## config.mk

```make
export PLATFORM = sky130hd
export DESIGN_NAME = pc_stack_unit
export DESIGN_NICKNAME = d
export VERILOG_FILES = /design/src/rtl/pc_stack_unit.sv
export SDC_FILE = /design/constraint.sdc
export NUM_CORES = 1
export LEC_CHECK = 0
export ABC_CLOCK_PERIOD_IN_PS = 2830
export CORE_MARGIN = 2
export CORE_UTILIZATION = 54
export CTS_CLUSTER_SIZE = 30
export DETAILED_ROUTE_END_ITERATION = 8
export PLACE_DENSITY = 0.87
export SLEW_MARGIN = 10
export SYNTH_ARGS = -nofsm -noshare
export SYNTH_HDL_FRONTEND = slang
export SYNTH_SLANG_ARGS = --single-unit
```

## constraint.sdc

```tcl
create_clock -name CLK -period 2.83 [get_ports CLK]
set_input_delay 0.4245 -clock CLK [delete_from_list [all_inputs] [get_ports CLK]]
set_output_delay 0.4245 -clock CLK [all_outputs]
set_load 0.02 [all_outputs]
```

## src/rtl/pc_stack_unit.sv

```systemverilog
// Program-counter stage: sequences the next fetch address (next/jump/call/return)
// and keeps a small LIFO of return addresses with sticky overflow/underflow flags.
module pc_stack_unit #(
    parameter int                ADDR_W     = 8,
    parameter int                DEPTH      = 4,
    parameter logic [ADDR_W-1:0] RESET_ADDR = {ADDR_W{1'b0}}
) (
    input  logic                       CLK,
    input  logic                       RST,
    input  logic                       EN,
    input  logic [1:0]                 COND,
    input  logic [ADDR_W-1:0]          TARGET,
    output logic [ADDR_W-1:0]          PC,
    output logic [$clog2(DEPTH):0]     SP,
    output logic                       STACK_OVF,
    output logic                       STACK_UNF
);

    localparam int IDX_W = $clog2(DEPTH);
    localparam int SP_W  = IDX_W + 1;

    localparam logic [ADDR_W-1:0] PC_ONE  = {{(ADDR_W-1){1'b0}}, 1'b1};
    localparam logic [SP_W-1:0]   SP_ONE  = {{(SP_W-1){1'b0}}, 1'b1};
    localparam logic [SP_W-1:0]   SP_ZERO = {SP_W{1'b0}};
    localparam logic [SP_W-1:0]   SP_FULL = SP_W'(DEPTH);

    localparam logic [1:0] COND_NEXT = 2'b00;
    localparam logic [1:0] COND_JUMP = 2'b01;
    localparam logic [1:0] COND_CALL = 2'b10;
    localparam logic [1:0] COND_RET  = 2'b11;

    logic [ADDR_W-1:0] pc_q, pc_d;
    logic [SP_W-1:0]   sp_q, sp_d;
    logic              ovf_q, ovf_d;
    logic              unf_q, unf_d;
    logic [ADDR_W-1:0] stack_q [DEPTH];

    logic [ADDR_W-1:0] pc_inc_s;
    logic [SP_W-1:0]   sp_inc_s;
    logic [SP_W-1:0]   sp_dec_s;
    logic [IDX_W-1:0]  wr_idx_s;
    logic [IDX_W-1:0]  rd_idx_s;
    logic              push_s;

    // Address/pointer arithmetic shared by the next-state logic
    always_comb begin
        pc_inc_s = pc_q + PC_ONE;
        sp_inc_s = sp_q + SP_ONE;
        sp_dec_s = sp_q - SP_ONE;
        wr_idx_s = sp_q[IDX_W-1:0];
        rd_idx_s = sp_dec_s[IDX_W-1:0];
    end

    // Next-state selection; a failed call/return degrades to a plain increment
    always_comb begin
        pc_d   = pc_q;
        sp_d   = sp_q;
        ovf_d  = ovf_q;
        unf_d  = unf_q;
        push_s = 1'b0;
        if (EN) begin
            case (COND)
                COND_NEXT: pc_d = pc_inc_s;
                COND_JUMP: pc_d = TARGET;
                COND_CALL: begin
                    if (sp_q != SP_FULL) begin
                        push_s = 1'b1;
                        sp_d   = sp_inc_s;
                        pc_d   = TARGET;
                    end else begin
                        pc_d  = pc_inc_s;
                        ovf_d = 1'b1;
                    end
                end
                COND_RET: begin
                    if (sp_q != SP_ZERO) begin
                        pc_d = stack_q[rd_idx_s];
                        sp_d = sp_dec_s;
                    end else begin
                        pc_d  = pc_inc_s;
                        unf_d = 1'b1;
                    end
                end
                default: pc_d = pc_q;
            endcase
        end else begin
            pc_d = pc_q;
        end
    end

    // Architectural state with synchronous reset
    always_ff @(posedge CLK) begin
        if (RST) begin
            pc_q  <= RESET_ADDR;
            sp_q  <= SP_ZERO;
            ovf_q <= 1'b0;
            unf_q <= 1'b0;
        end else begin
            pc_q  <= pc_d;
            sp_q  <= sp_d;
            ovf_q <= ovf_d;
            unf_q <= unf_d;
        end
    end

    // Return-address storage; contents are don't-care until pushed
    always_ff @(posedge CLK) begin
        if (!RST && push_s) begin
            stack_q[wr_idx_s] <= pc_inc_s;
        end
    end

    assign PC        = pc_q;
    assign SP        = sp_q;
    assign STACK_OVF = ovf_q;
    assign STACK_UNF = unf_q;

endmodule

```

### After elaboration in Yosys (flattened, before gate mapping)

Memories as Yosys holds them, arrays and structs flattened.
Index checks and enable logic that the tools add are counted.

* register bits after elaboration: 13
* memory bits (writable): 32
* logic and storage cells: 35
* memories: 1

Memories
* stack_q: depth 4, width 8, rd ports 1, clocked after Yosys merged registers in 0, wr ports 1, line 36 `logic [ADDR_W-1:0] stack_q [DEPTH];`

* $add $sub $neg: 3
* equal/unequal tests: 6
* muxes and demuxes: 11
* bitwise operators: 2
* reductions and logical operators: 8

Operators by type and width (count)
* case mux 8 bit (4 select lines): 1
* 2-to-1 mux 8 bit: 2
* adder 8 x 1 -> 8 bit, second input constant: 1
* 2-to-1 mux 3 bit: 2
* case mux 3 bit (2 select lines): 1
* AND reduction 3 bit: 2
* 2-to-1 mux 1 bit: 5
* equality test 2 bit, second input constant: 2
* inequality test 2 bit, second input constant: 2
* AND reduction 4 bit: 1
* adder 3 x 1 -> 3 bit, second input constant: 1
* inequality test 3 bit, second input constant: 1
* nonzero test 3 bit: 1
* subtractor 3 x 1 -> 3 bit, second input constant: 1
* equality test 2 x 1 -> 1 bit, second input constant: 1
* zero test 2 bit: 1
* NOT 1 bit: 2
* nonzero test 2 bit: 1
* logical AND 1 bit: 1
* zero test 1 bit: 1

### Depth between registers and ports, before layout

Gate-level depths: netlist of the first run.

* depth after elaboration: 7
* depth in mapped cells: 7
* depth with buffers taken out: 6

### Least setup slack after synthesis of the first run

No wires, ideal clock.

* path kind: register to register
* start: register sp_q[0], in the netlist SP[0]
* end: memory stack_q[1][0], enable pin
* setup time: 0.332 ns
* arrival time: 1.965 ns
* data required time: 2.498 ns
* slack: 0.533 ns
* cell stages (with the launch flop): 6
* path buffers: 1
* clock period less this slack: 2.297 ns
* cells stage by stage: dfxtp_1 > buf_6 > inv_1 > ha_1 > a2111oi_0 > and2_1

* longest elaborated chain between the ends: 7

Ends and longest elaborated chain
* start, declared: line 33 `logic [SP_W-1:0] sp_q, sp_d;`
* start signal, assigned: line 100 `sp_q <= sp_d;`
* inequality test 3 bit: line 66 `if (sp_q != SP_FULL) begin`
* 2-to-1 mux 1 bit: line 66
* 2-to-1 mux 1 bit: line 62 `case (COND)`
* 2-to-1 mux 1 bit: line 61 `if (EN) begin`
* logical AND 1 bit: line 108 `if (!RST && push_s) begin`
* 2-to-1 mux 1 bit: line 108
* 2-to-1 mux 1 bit (not written as such): line 109 `stack_q[wr_idx_s] <= pc_inc_s;`
* end, declared: line 36

Parallel ways exist; a longest one is shown, timed or not.

### Worst setup path in the final report of the first run

* start: register sp_q[1], in the netlist SP[1]
* end: memory stack_q[1][4], enable pin

The elaborated chain is that of the path after synthesis.

==> results of run 1 <==
-- state kept, by name, indices dropped and copies added, names as in the netlist --
| signal | cells |
|---|---|
| stack_q | 32 |
| SP | 3 |
| STACK_UNF | 1 |
| STACK_OVF | 1 |
| PC | 8 |
-- metal layers --
layer	GRT usage	up-vias	part of all wire
met4	0.07398	0	0.013
met1	0.2951	661	0.38
met2	0.4078	66	0.52
li1	-	651	-
met3	0.05111	8	0.083
met5	0	-	0
-- critical path: cells and delay by family, from the launching register on --
kind | cells | cell delay, ns
buffers and inverters | 2 | 0.32
AO/OA/AOI/OAI | 1 | 0.49
flip-flops | 1 | 0.41
AND/OR/NAND/NOR | 1 | 0.38
adder cells (fa/ha/maj) | 1 | 0.31
-- metrics by stage --
| step | utilization | cell area [µm²] |
|---|---|---|
| 2_1_floorplan | - | 2081 |
| 3_3_place_gp | 0.6438 | 2375 |
| 3_5_place_dp | 0.6438 | 2375 |
| 4_1_cts | 0.6659 | 2456 |
| 5_1_grt | 0.6659 | 2456 |
| 6_report | 0.6659 | 2456 |
-- worst paths after layout --
path                                      end  slack (ns)  depth (start not counted)
worst min-delay path                STACK_UNF        0.47                          2
worst max register to register  stack_q[1][4]        0.57                          5
worst max-delay path            stack_q[1][4]        0.57                          5
worst min register to register      STACK_UNF        0.47                          2
-- cells by family after synthesis --
group	after synthesis	synth area share
xor gates and xnor gates	8	0.03368
muxes	10	0.09921
buffers and inverters	15	0.03668
and+or+nand+nor	37	0.09262
DFF	45	0.5869
AOI/OAI and AO/OA	31	0.1149
adders and majority gates	6	0.03608
-- placed cells by master (no fill, tap or decap), types with 2 or more instances in the layout --
cell              n
a22oi_1           3
o21ai_0           2
buf_4             4
clkbuf_8          5
and2_1            3
a221oi_1          2
dfxtp_1          13
edfxtp_1         32
and3_1            5
nand2_1           5
clkinv_1          2
a311oi_1          2
nor2_1           12
xor2_1            3
nand3_1           4
inv_1             8
a222oi_1          3
a21oi_1           4
a31oi_1           2
xnor2_1           5
ha_1              6
clkdlybuf4s50_1  25
mux4_2            8
a211oi_1          4
-- area by class of cell --
type | instances | share of cell area
Multi-Input combinational cell | 92 | 0.3189
Clock inverter | 3 | 0.005094
Timing Repair Buffer | 29 | 0.1141
Sequential cell | 45 | 0.4972
Clock buffer | 5 | 0.02802
Inverter | 8 | 0.01223
Tap cell | 48 | 0.02445
-- power breakdown --
part	leakage, nW	total (mW)	switching, mW	internal, mW
Combinational	0.402	0.220	0.118	0.101
Sequential	0.398	0.747	0.0195	0.728
Clock	0.0430	0.371	0.205	0.166
==> flow_metrics.env, run 1 <==
export IMPL_synthTopCellsByCount="edfxtp_1, dfxtp_1, nor2_1, inv_1, mux4_2"
export IMPL_track_usage=0.2353
export IMPL_fin_setup_tns_ns=0
export IMPL_cts_sinks=45
export IMPL_syn_to_final_growth_pct=18.04
export IMPL_cp_start_kind="flop"
export IMPL_fin_crit_sh=0.7976
export IMPL_syn_inst=152
export IMPL_firstDrtPassIters=5
export IMPL_skew_ns=0.01132
export IMPL_async_flop_share=0
export IMPL_min_from="STACK_UNF"
export IMPL_synth_top_cell_by_area="edfxtp_1"
export IMPL_grt_max_degree=18
export IMPL_cts_resized=0
export IMPL_rsz0062_at_grt="no"
export IMPL_timing_rr_start="SP[1]"
export IMPL_antenna_found_initial=0
export IMPL_yosys_warnings=0
export IMPL_syn_nets=171
export IMPL_ys_ff_latch=45
export IMPL_design_die_area_um2=4366
export IMPL_place_gp_congestion=0.8417
export IMPL_insertedDiodeCount=0
export IMPL_cts_path_max_buffers=2
export IMPL_fin_ws_ns=0.5729
export IMPL_max_stage_delay_ns=0.49
export IMPL_drtAntennaViolNets=0
export IMPL_slew_headroom=0.6935
export IMPL_grt_ovfl_total=0
export IMPL_status="complete, no violations"
export IMPL_min_period_ns=2.257
export IMPL_num_fill_cells=274
export IMPL_endpoint_kind="flop"
export IMPL_seq_area_frac_synth=0.5869
export IMPL_drt_initial_drc_count=134
export IMPL_cts_root_buf="clkbuf_8"
export IMPL_start_util=0.5641
export IMPL_worstMarginPinSlew_ns=0.4598
export IMPL_vias=1386
export IMPL_cp_data_required_time_ns=2.78
export IMPL_synth_edf_count=32
export IMPL_multi_input_area_um2=783.3
export IMPL_synth_flop_cell="edfxtp_1"
export IMPL_die_w_um=66.08
export IMPL_cp_max_fo=8
export IMPL_cts_tree="yes"
export IMPL_drv_slew=0
export IMPL_drive_gt1_frac=0.1374
export IMPL_crit_path_start="SP[1]"
export IMPL_synth_top_area_frac=0.4618
export IMPL_cts_clk_slew_worst_paths_ns=0.08
export IMPL_vias_per_cell=6.026
export IMPL_clk_latency_ns=0.30
export IMPL_num_rows=22
export IMPL_synth_most_common_cell="edfxtp_1"
export IMPL_grt_pass1_wl_um=7251
export IMPL_nNetsFinal=200
export IMPL_io_buffers=25
export IMPL_core_area_um2=3689
export IMPL_synth_cell_types=43
export IMPL_final_cells=230
export IMPL_hold_path_class="reg2reg"
export IMPL_p_leak_nw=0.8424
export IMPL_numCtsBuffers=5
export IMPL_path_class="reg2reg"
export IMPL_slowest_stage="a2111oi_0"
export IMPL_finalPower_mw=1.338
export IMPL_yosys_top_cells_area="edfxtp_1, dfxtp_1, mux4_2"
export IMPL_finalSetupViolations=0
export IMPL_syn_avg_cell_area_um2=13.69
export IMPL_cts_hold_buf=0
export IMPL_cap_violations=0
export IMPL_dp_cells=222
export IMPL_cts_setup_buffers=0
export IMPL_power_density_nw_per_um2=544.7
export IMPL_dpl_hpwl_um=3195
export IMPL_cp_data_arrival_time_ns=2.21
export IMPL_dp_slack_ns=0.4153
export IMPL_regArea_um2=1221
export IMPL_wire_per_inst_um=19.44
export IMPL_die_y_um=66.08
export IMPL_routed_wl_um=4472
export IMPL_grt_pass1_vias=1415
export IMPL_route_detailed_drc=0
export IMPL_peakVddDrop_mv=0.3170
export IMPL_crit_path_cell_trace="inv_1, ha_1, a2111oi_0, buf_4, and2_1"
export IMPL_hold_viol_final=0
export IMPL_hold_ws_ns=0.4719
export IMPL_max_freq_mhz=443.0
export IMPL_syn_area_um2=2081
export IMPL_htree_levels=2
export IMPL_io_pins=26
No activity file was read; power rests on OpenSTA's default activity.
==> run 2, diff against run 1 <==
--- a/config.mk
+++ b/config.mk
@@ -5,7 +5,7 @@
 export SDC_FILE = /design/constraint.sdc
 export NUM_CORES = 1
 export LEC_CHECK = 0
-export ABC_CLOCK_PERIOD_IN_PS = 2830
+export ABC_CLOCK_PERIOD_IN_PS = 2250
 export CORE_MARGIN = 2
 export CORE_UTILIZATION = 54
 export CTS_CLUSTER_SIZE = 30
==> constraint.sdc (replaced) <==
create_clock -name CLK -period 2.25 [get_ports CLK]
set_input_delay 0.3375 -clock CLK [delete_from_list [all_inputs] [get_ports CLK]]
set_output_delay 0.3375 -clock CLK [all_outputs]
set_load 0.02 [all_outputs]
==> run 2 against run 1 <==
Clock skew down 0.0036 ns. Largest power group unchanged. Worst setup slack worse by 0.34 ns. Non-clock buffer count up 3. Worst hold slack better by 0.027 ns. Utilization up 1.3 points. Via count up 1.4%. Sequential cell count unchanged.
==> flow_metrics.env, run 2 (same netlist as run 1, synthesis figures left out) <==
export IMPL_p_seq_frac=0.529
export IMPL_cts_path_max_buffers=2
export IMPL_mostFrequentLayoutCells="edfxtp_1, clkdlybuf4s50_1, dfxtp_1"
export IMPL_dp_cells=225
export IMPL_skew_ns=0.007695
export IMPL_vias_per_cell=6.030
export IMPL_io_pins=26
export IMPL_start_util=0.5641
export IMPL_insertedDiodeCount=0
export IMPL_fin_setup_tns_ns=0
export IMPL_cp_data_arrival_time_ns=2.19
export IMPL_routed_wl_um=4560
export IMPL_peakVddDrop_mv=0.5934
export IMPL_clk_latency_ns=0.30
export IMPL_path_class="reg2reg"
export IMPL_numCtsBuffers=5
export IMPL_cp_data_required_time_ns=2.42
export IMPL_die_y_um=66.08
export IMPL_drt_initial_drc_count=136
export IMPL_dpl_hpwl_um=3278
export IMPL_cp_start_kind="flop"
export IMPL_worstMarginPinSlew_ns=0.4818
export IMPL_place_gp_congestion=0.7952
export IMPL_firstDrtPassIters=6
export IMPL_grt_pass1_wl_um=7534
export IMPL_antenna_found_initial=0
export IMPL_largest_reg_flops=32
export IMPL_status="complete, no violations"
export IMPL_cap_violations=0
export IMPL_design_area_um2=2504
export IMPL_switchingPower_mw=0.4363
export IMPL_cts_sinks=45
export IMPL_track_usage=0.2470
export IMPL_p_leak_nw=0.8661
export IMPL_sw_frac_of_total=0.2464
export IMPL_min_period_ns=2.021
export IMPL_combinationalPowerShare=0.163
export IMPL_hold_path_class="reg2reg"
export IMPL_max_freq_mhz=494.9
export IMPL_pwr_share_clk=0.307
export IMPL_cp_max_fo=9
export IMPL_intPower_mw=1.335
export IMPL_num_rows=22
export IMPL_layout_commonest_cell="edfxtp_1"
export IMPL_largest_register="stack_q"
export IMPL_fin_ws_ns=0.2294
export IMPL_route_detailed_drc=0
export IMPL_power_density_nw_per_um2=707.3
export IMPL_place_area_um2=2399
export IMPL_dp_slack_ns=-0.01748
export IMPL_syn_to_final_growth_pct=20.32
export IMPL_wire_per_inst_um=19.57
export IMPL_fin_crit_sh=0.8981
export IMPL_hold_viol_final=0
export IMPL_cts_tree="yes"
export IMPL_finalPower_mw=1.771
export IMPL_grt_pass1_vias=1436
export IMPL_slew_headroom=0.6765
export IMPL_htree_levels=2
export IMPL_core_area_um2=3689
export IMPL_drive_gt1_frac=0.1622
export IMPL_drv_slew=0
export IMPL_design_die_area_um2=4366
export IMPL_cts_setup_buffers=0
export IMPL_grt_max_degree=18
export IMPL_io_buffers=25
export IMPL_cts_root_buf="clkbuf_8"
export IMPL_rsz0062_at_grt="no"
export IMPL_nNetsFinal=203
export IMPL_final_cells=233
export IMPL_vias=1405
export IMPL_grt_ovfl_total=0
export IMPL_die_w_um=66.08
export IMPL_endpoint_kind="flop"
export IMPL_finalSetupViolations=0
export IMPL_cts_clk_slew_worst_paths_ns=0.08
export IMPL_drtAntennaViolNets=0
==> run 2: cell count changes in the layout (fill, tap and decap cells not counted) <==
cell / change
a2111oi_0: -1
ha_1: -1
clkbuf_1: +1
buf_4: +3
clkbuf_16: +1
a2111oi_1: +1
ha_2: +1
clkinv_1: -2
==> run 2: worst paths after layout <==
check	endpoint	slack, ns	from	cells after the start
hold / removal	STACK_OVF	0.50	STACK_OVF	2
hold reg to reg	STACK_OVF	0.50	STACK_OVF	2
setup / recovery	PC[1]	0.23	SP[1]	5
setup reg to reg	PC[1]	0.23	SP[1]	5
==> run 2: critical path, stage by stage, from the launching register on <==
cell	delay [ns]
dfxtp_1	0.41
inv_1	0.11
ha_2	0.49
mux4_2	0.35
a222oi_1	0.40
a211oi_1	0.14
==> run 2: metal layers <==
layer  part of all wire  GRT usage  up-vias
met2               0.53     0.4003       62
met4              0.014     0.1071        0
met1               0.38     0.3129      685
met5                  0          0        -
met3              0.078    0.06644        6
li1                   -          -      652
==> run 2: power groups by stage <==
stage / Clock [mW] / Sequential, mW / Combinational [mW]
floorplan: 0 / 0.973 / 0.157
global placement: 0 / 0.954 / 0.277
CTS: 0.554 / 0.937 / 0.287
finish: 0.544 / 0.937 / 0.289
global route: 0.589 / 0.941 / 0.313
detailed placement: 0 / 0.956 / 0.285
==> run 2: through the flow <==
| stage | hold slack [ns] | utilization |
|---|---|---|
| after floorplan | 0.5237 | - |
| after global placement | 0.4496 | 0.6503 |
| after detailed placement | 0.4879 | 0.6503 |
| after CTS | 0.5060 | 0.6781 |
| after global routing | 0.5497 | 0.6788 |
| final | 0.4991 | 0.6788 |
==> run 2: repair_timing <==
item | in CTS | in global routing
hold buffers | 0 | 0
setup endpoints to repair | 0 | 23
gates resized for setup | 0 | 1
==> run 2: area by class of cell <==
class / instances / area, µm²
Multi-Input combinational cell: 92 / 787.0
Inverter: 8 / 30.03
Tap cell: 48 / 60.06
Clock buffer: 7 / 97.59
Timing Repair Buffer: 32 / 302.8
Clock inverter: 1 / 5.005
Fill cell: 263 / 1185
Sequential cell: 45 / 1221
==> run 3, diff against run 2 <==
--- a/config.mk
+++ b/config.mk
@@ -6,12 +6,14 @@
 export NUM_CORES = 1
 export LEC_CHECK = 0
 export ABC_CLOCK_PERIOD_IN_PS = 2250
+export CELL_PAD_IN_SITES_DETAIL_PLACEMENT = 1
+export CELL_PAD_IN_SITES_GLOBAL_PLACEMENT = 2
 export CORE_MARGIN = 2
-export CORE_UTILIZATION = 54
+export CORE_UTILIZATION = 40
+export CTS_BUF_LIST = sky130_fd_sc_hd__clkbuf_4 sky130_fd_sc_hd__clkbuf_8
 export CTS_CLUSTER_SIZE = 30
 export DETAILED_ROUTE_END_ITERATION = 8
-export PLACE_DENSITY = 0.87
-export SLEW_MARGIN = 10
+export PLACE_DENSITY = 0.91
 export SYNTH_ARGS = -nofsm -noshare
 export SYNTH_HDL_FRONTEND = slang
 export SYNTH_SLANG_ARGS = --single-unit
==> run 3 against run 2 <==
Global-route usage is 5.1 points lower. Sequential power hardly changed. Critical path depth stayed put. Register-to-register slack better by 0.03 ns. Non-clock buffer count is 1 higher. Worst setup slack better by 0.025 ns. Cell count is 9.9% higher. Final area is 2.8% higher. Critical endpoint unchanged.
==> flow_metrics.env, run 3 (same netlist as run 1, synthesis figures left out) <==
export IMPL_design_die_area_um2=5795
export IMPL_cp_data_arrival_time_ns=2.19
export IMPL_dp_cells=248
export IMPL_antenna_found_initial=0
export IMPL_cts_setup_buffers=0
export IMPL_io_pins=26
export IMPL_place_gp_congestion=0.7541
export IMPL_largest_reg_flops=32
export IMPL_pwr_share_clk=0.312
export IMPL_max_freq_mhz=501.2
export IMPL_combinationalPowerShare=0.163
export IMPL_power_density_nw_per_um2=693.5
export IMPL_cts_sinks=45
export IMPL_place_area_um2=2471
export IMPL_p_seq_frac=0.526
export IMPL_layout_commonest_cell="edfxtp_1"
export IMPL_hold_path_class="reg2reg"
export IMPL_insertedDiodeCount=0
export IMPL_skew_ns=0.01257
export IMPL_largest_register="stack_q"
export IMPL_htree_levels=2
export IMPL_worstMarginPinSlew_ns=0.5119
export IMPL_cts_resized=0
export IMPL_sw_frac_of_total=0.2814
export IMPL_dpl_hpwl_um=3929
export IMPL_nNetsFinal=204
export IMPL_cts_path_max_buffers=2
export IMPL_cp_max_fo=9
export IMPL_slew_headroom=0.6587
export IMPL_grt_ovfl_total=0
export IMPL_min_period_ns=1.995
export IMPL_wire_per_inst_um=20.64
export IMPL_track_usage=0.1960
export IMPL_die_y_um=76.13
export IMPL_clk_latency_ns=0.31
export IMPL_cts_tree="yes"
export IMPL_grt_pass1_vias=1548
export IMPL_path_class="reg2reg"
export IMPL_intPower_mw=1.283
export IMPL_vias=1430
export IMPL_cts_root_buf="clkbuf_8"
export IMPL_endpoint_kind="flop"
export IMPL_die_w_um=76.13
export IMPL_start_util=0.4100
export IMPL_drtAntennaViolNets=0
export IMPL_cp_data_required_time_ns=2.45
export IMPL_drt_initial_drc_count=104
export IMPL_status="complete, no violations"
export IMPL_drv_slew=0
export IMPL_cap_violations=0
export IMPL_cts_clk_slew_worst_paths_ns=0.10
export IMPL_firstDrtPassIters=4
export IMPL_grt_pass1_wl_um=8521
export IMPL_design_area_um2=2574
export IMPL_num_rows=26
export IMPL_num_fill_cells=536
export IMPL_final_cells=256
export IMPL_vias_per_cell=5.586
export IMPL_numCtsBuffers=5
export IMPL_syn_to_final_growth_pct=23.69
export IMPL_hold_viol_final=0
export IMPL_mostFrequentLayoutCells="edfxtp_1, clkdlybuf4s50_1, dfxtp_1"
export IMPL_drive_gt1_frac=0.1720
export IMPL_fin_setup_tns_ns=0
export IMPL_io_buffers=25
export IMPL_peakVddDrop_mv=0.3670
export IMPL_routed_wl_um=5285
export IMPL_core_area_um2=5075
export IMPL_cp_start_kind="flop"
export IMPL_fin_crit_sh=0.8868
export IMPL_route_detailed_drc=0
export IMPL_grt_max_degree=18
export IMPL_switchingPower_mw=0.5023
export IMPL_cts_hold_buf=0
export IMPL_p_leak_nw=0.8796
export IMPL_rsz0062_at_grt="no"
export IMPL_finalSetupViolations=0
==> run 3: changes by cell type in the layout (fill, tap and decap cells not counted) <==
cell       delta
a2111oi_2     +1
clkbuf_1      -1
buf_12        +3
ha_1          +1
buf_4         -2
clkbuf_16     -1
inv_6         +2
a2111oi_1     -1
inv_8         +1
ha_2          -1
clkinv_2      -1
==> run 3: routing by layer <==
| layer | share of wire | track usage | wire [µm] |
|---|---|---|---|
| met1 | 0.41 | 0.2469 | 2164 |
| met2 | 0.51 | 0.3339 | 2712 |
| met3 | 0.066 | 0.04028 | 348 |
| met4 | 0.011 | 0.07455 | 59 |
| met5 | 0 | 0 | 0 |
==> run 3: power groups by stage <==
stage | clock network [mW] | logic, mW | registers, mW
after CTS | 0.567 | 0.293 | 0.938
after detailed placement | 0 | 0.290 | 0.957
after global routing | 0.593 | 0.316 | 0.942
after global placement | 0 | 0.278 | 0.954
final | 0.556 | 0.291 | 0.938
after floorplan | 0 | 0.157 | 0.973
==> run 3: worst max-delay path: stages (launching register included) <==
cell and delay, ns:
dfxtp_1 0.42, inv_1 0.11, ha_1 0.55, mux4_2 0.39
a222oi_1 0.29, a211oi_1 0.13
==> run 3: layout make-up <==
class                           count  area [µm²]  area share
Clock inverter                      3       28.78     0.01118
Tap cell                           70       87.58     0.03403
Inverter                            8       30.03     0.01167
Clock buffer                        5       68.82     0.02674
Multi-Input combinational cell     92       789.5      0.3068
Sequential cell                    45        1221      0.4745
Timing Repair Buffer               33       347.8      0.1351
==> run 3: path summary, 6_finish.rpt <==
check | startpoint | endpoint | slack, ns | cells past startpoint
min reg2reg | STACK_UNF | STACK_UNF | 0.49 | 2
max | SP[1] | PC[1] | 0.25 | 5
min | STACK_UNF | STACK_UNF | 0.49 | 2
max reg2reg | SP[1] | PC[1] | 0.25 | 5
==> run 3: stage by stage <==
step                power [mW]  hold slack [ns]  setup slack (ns)  utilization
floorplan                1.129           0.5237           0.02059            -
global placement         1.233           0.4516           0.05641       0.4869
detailed placement       1.247           0.4764           -0.1413       0.4869
CTS                      1.797           0.5009           0.09229       0.5062
global route             1.850           0.5352            0.1011       0.5072
finish                   1.785           0.4898            0.2546       0.5072
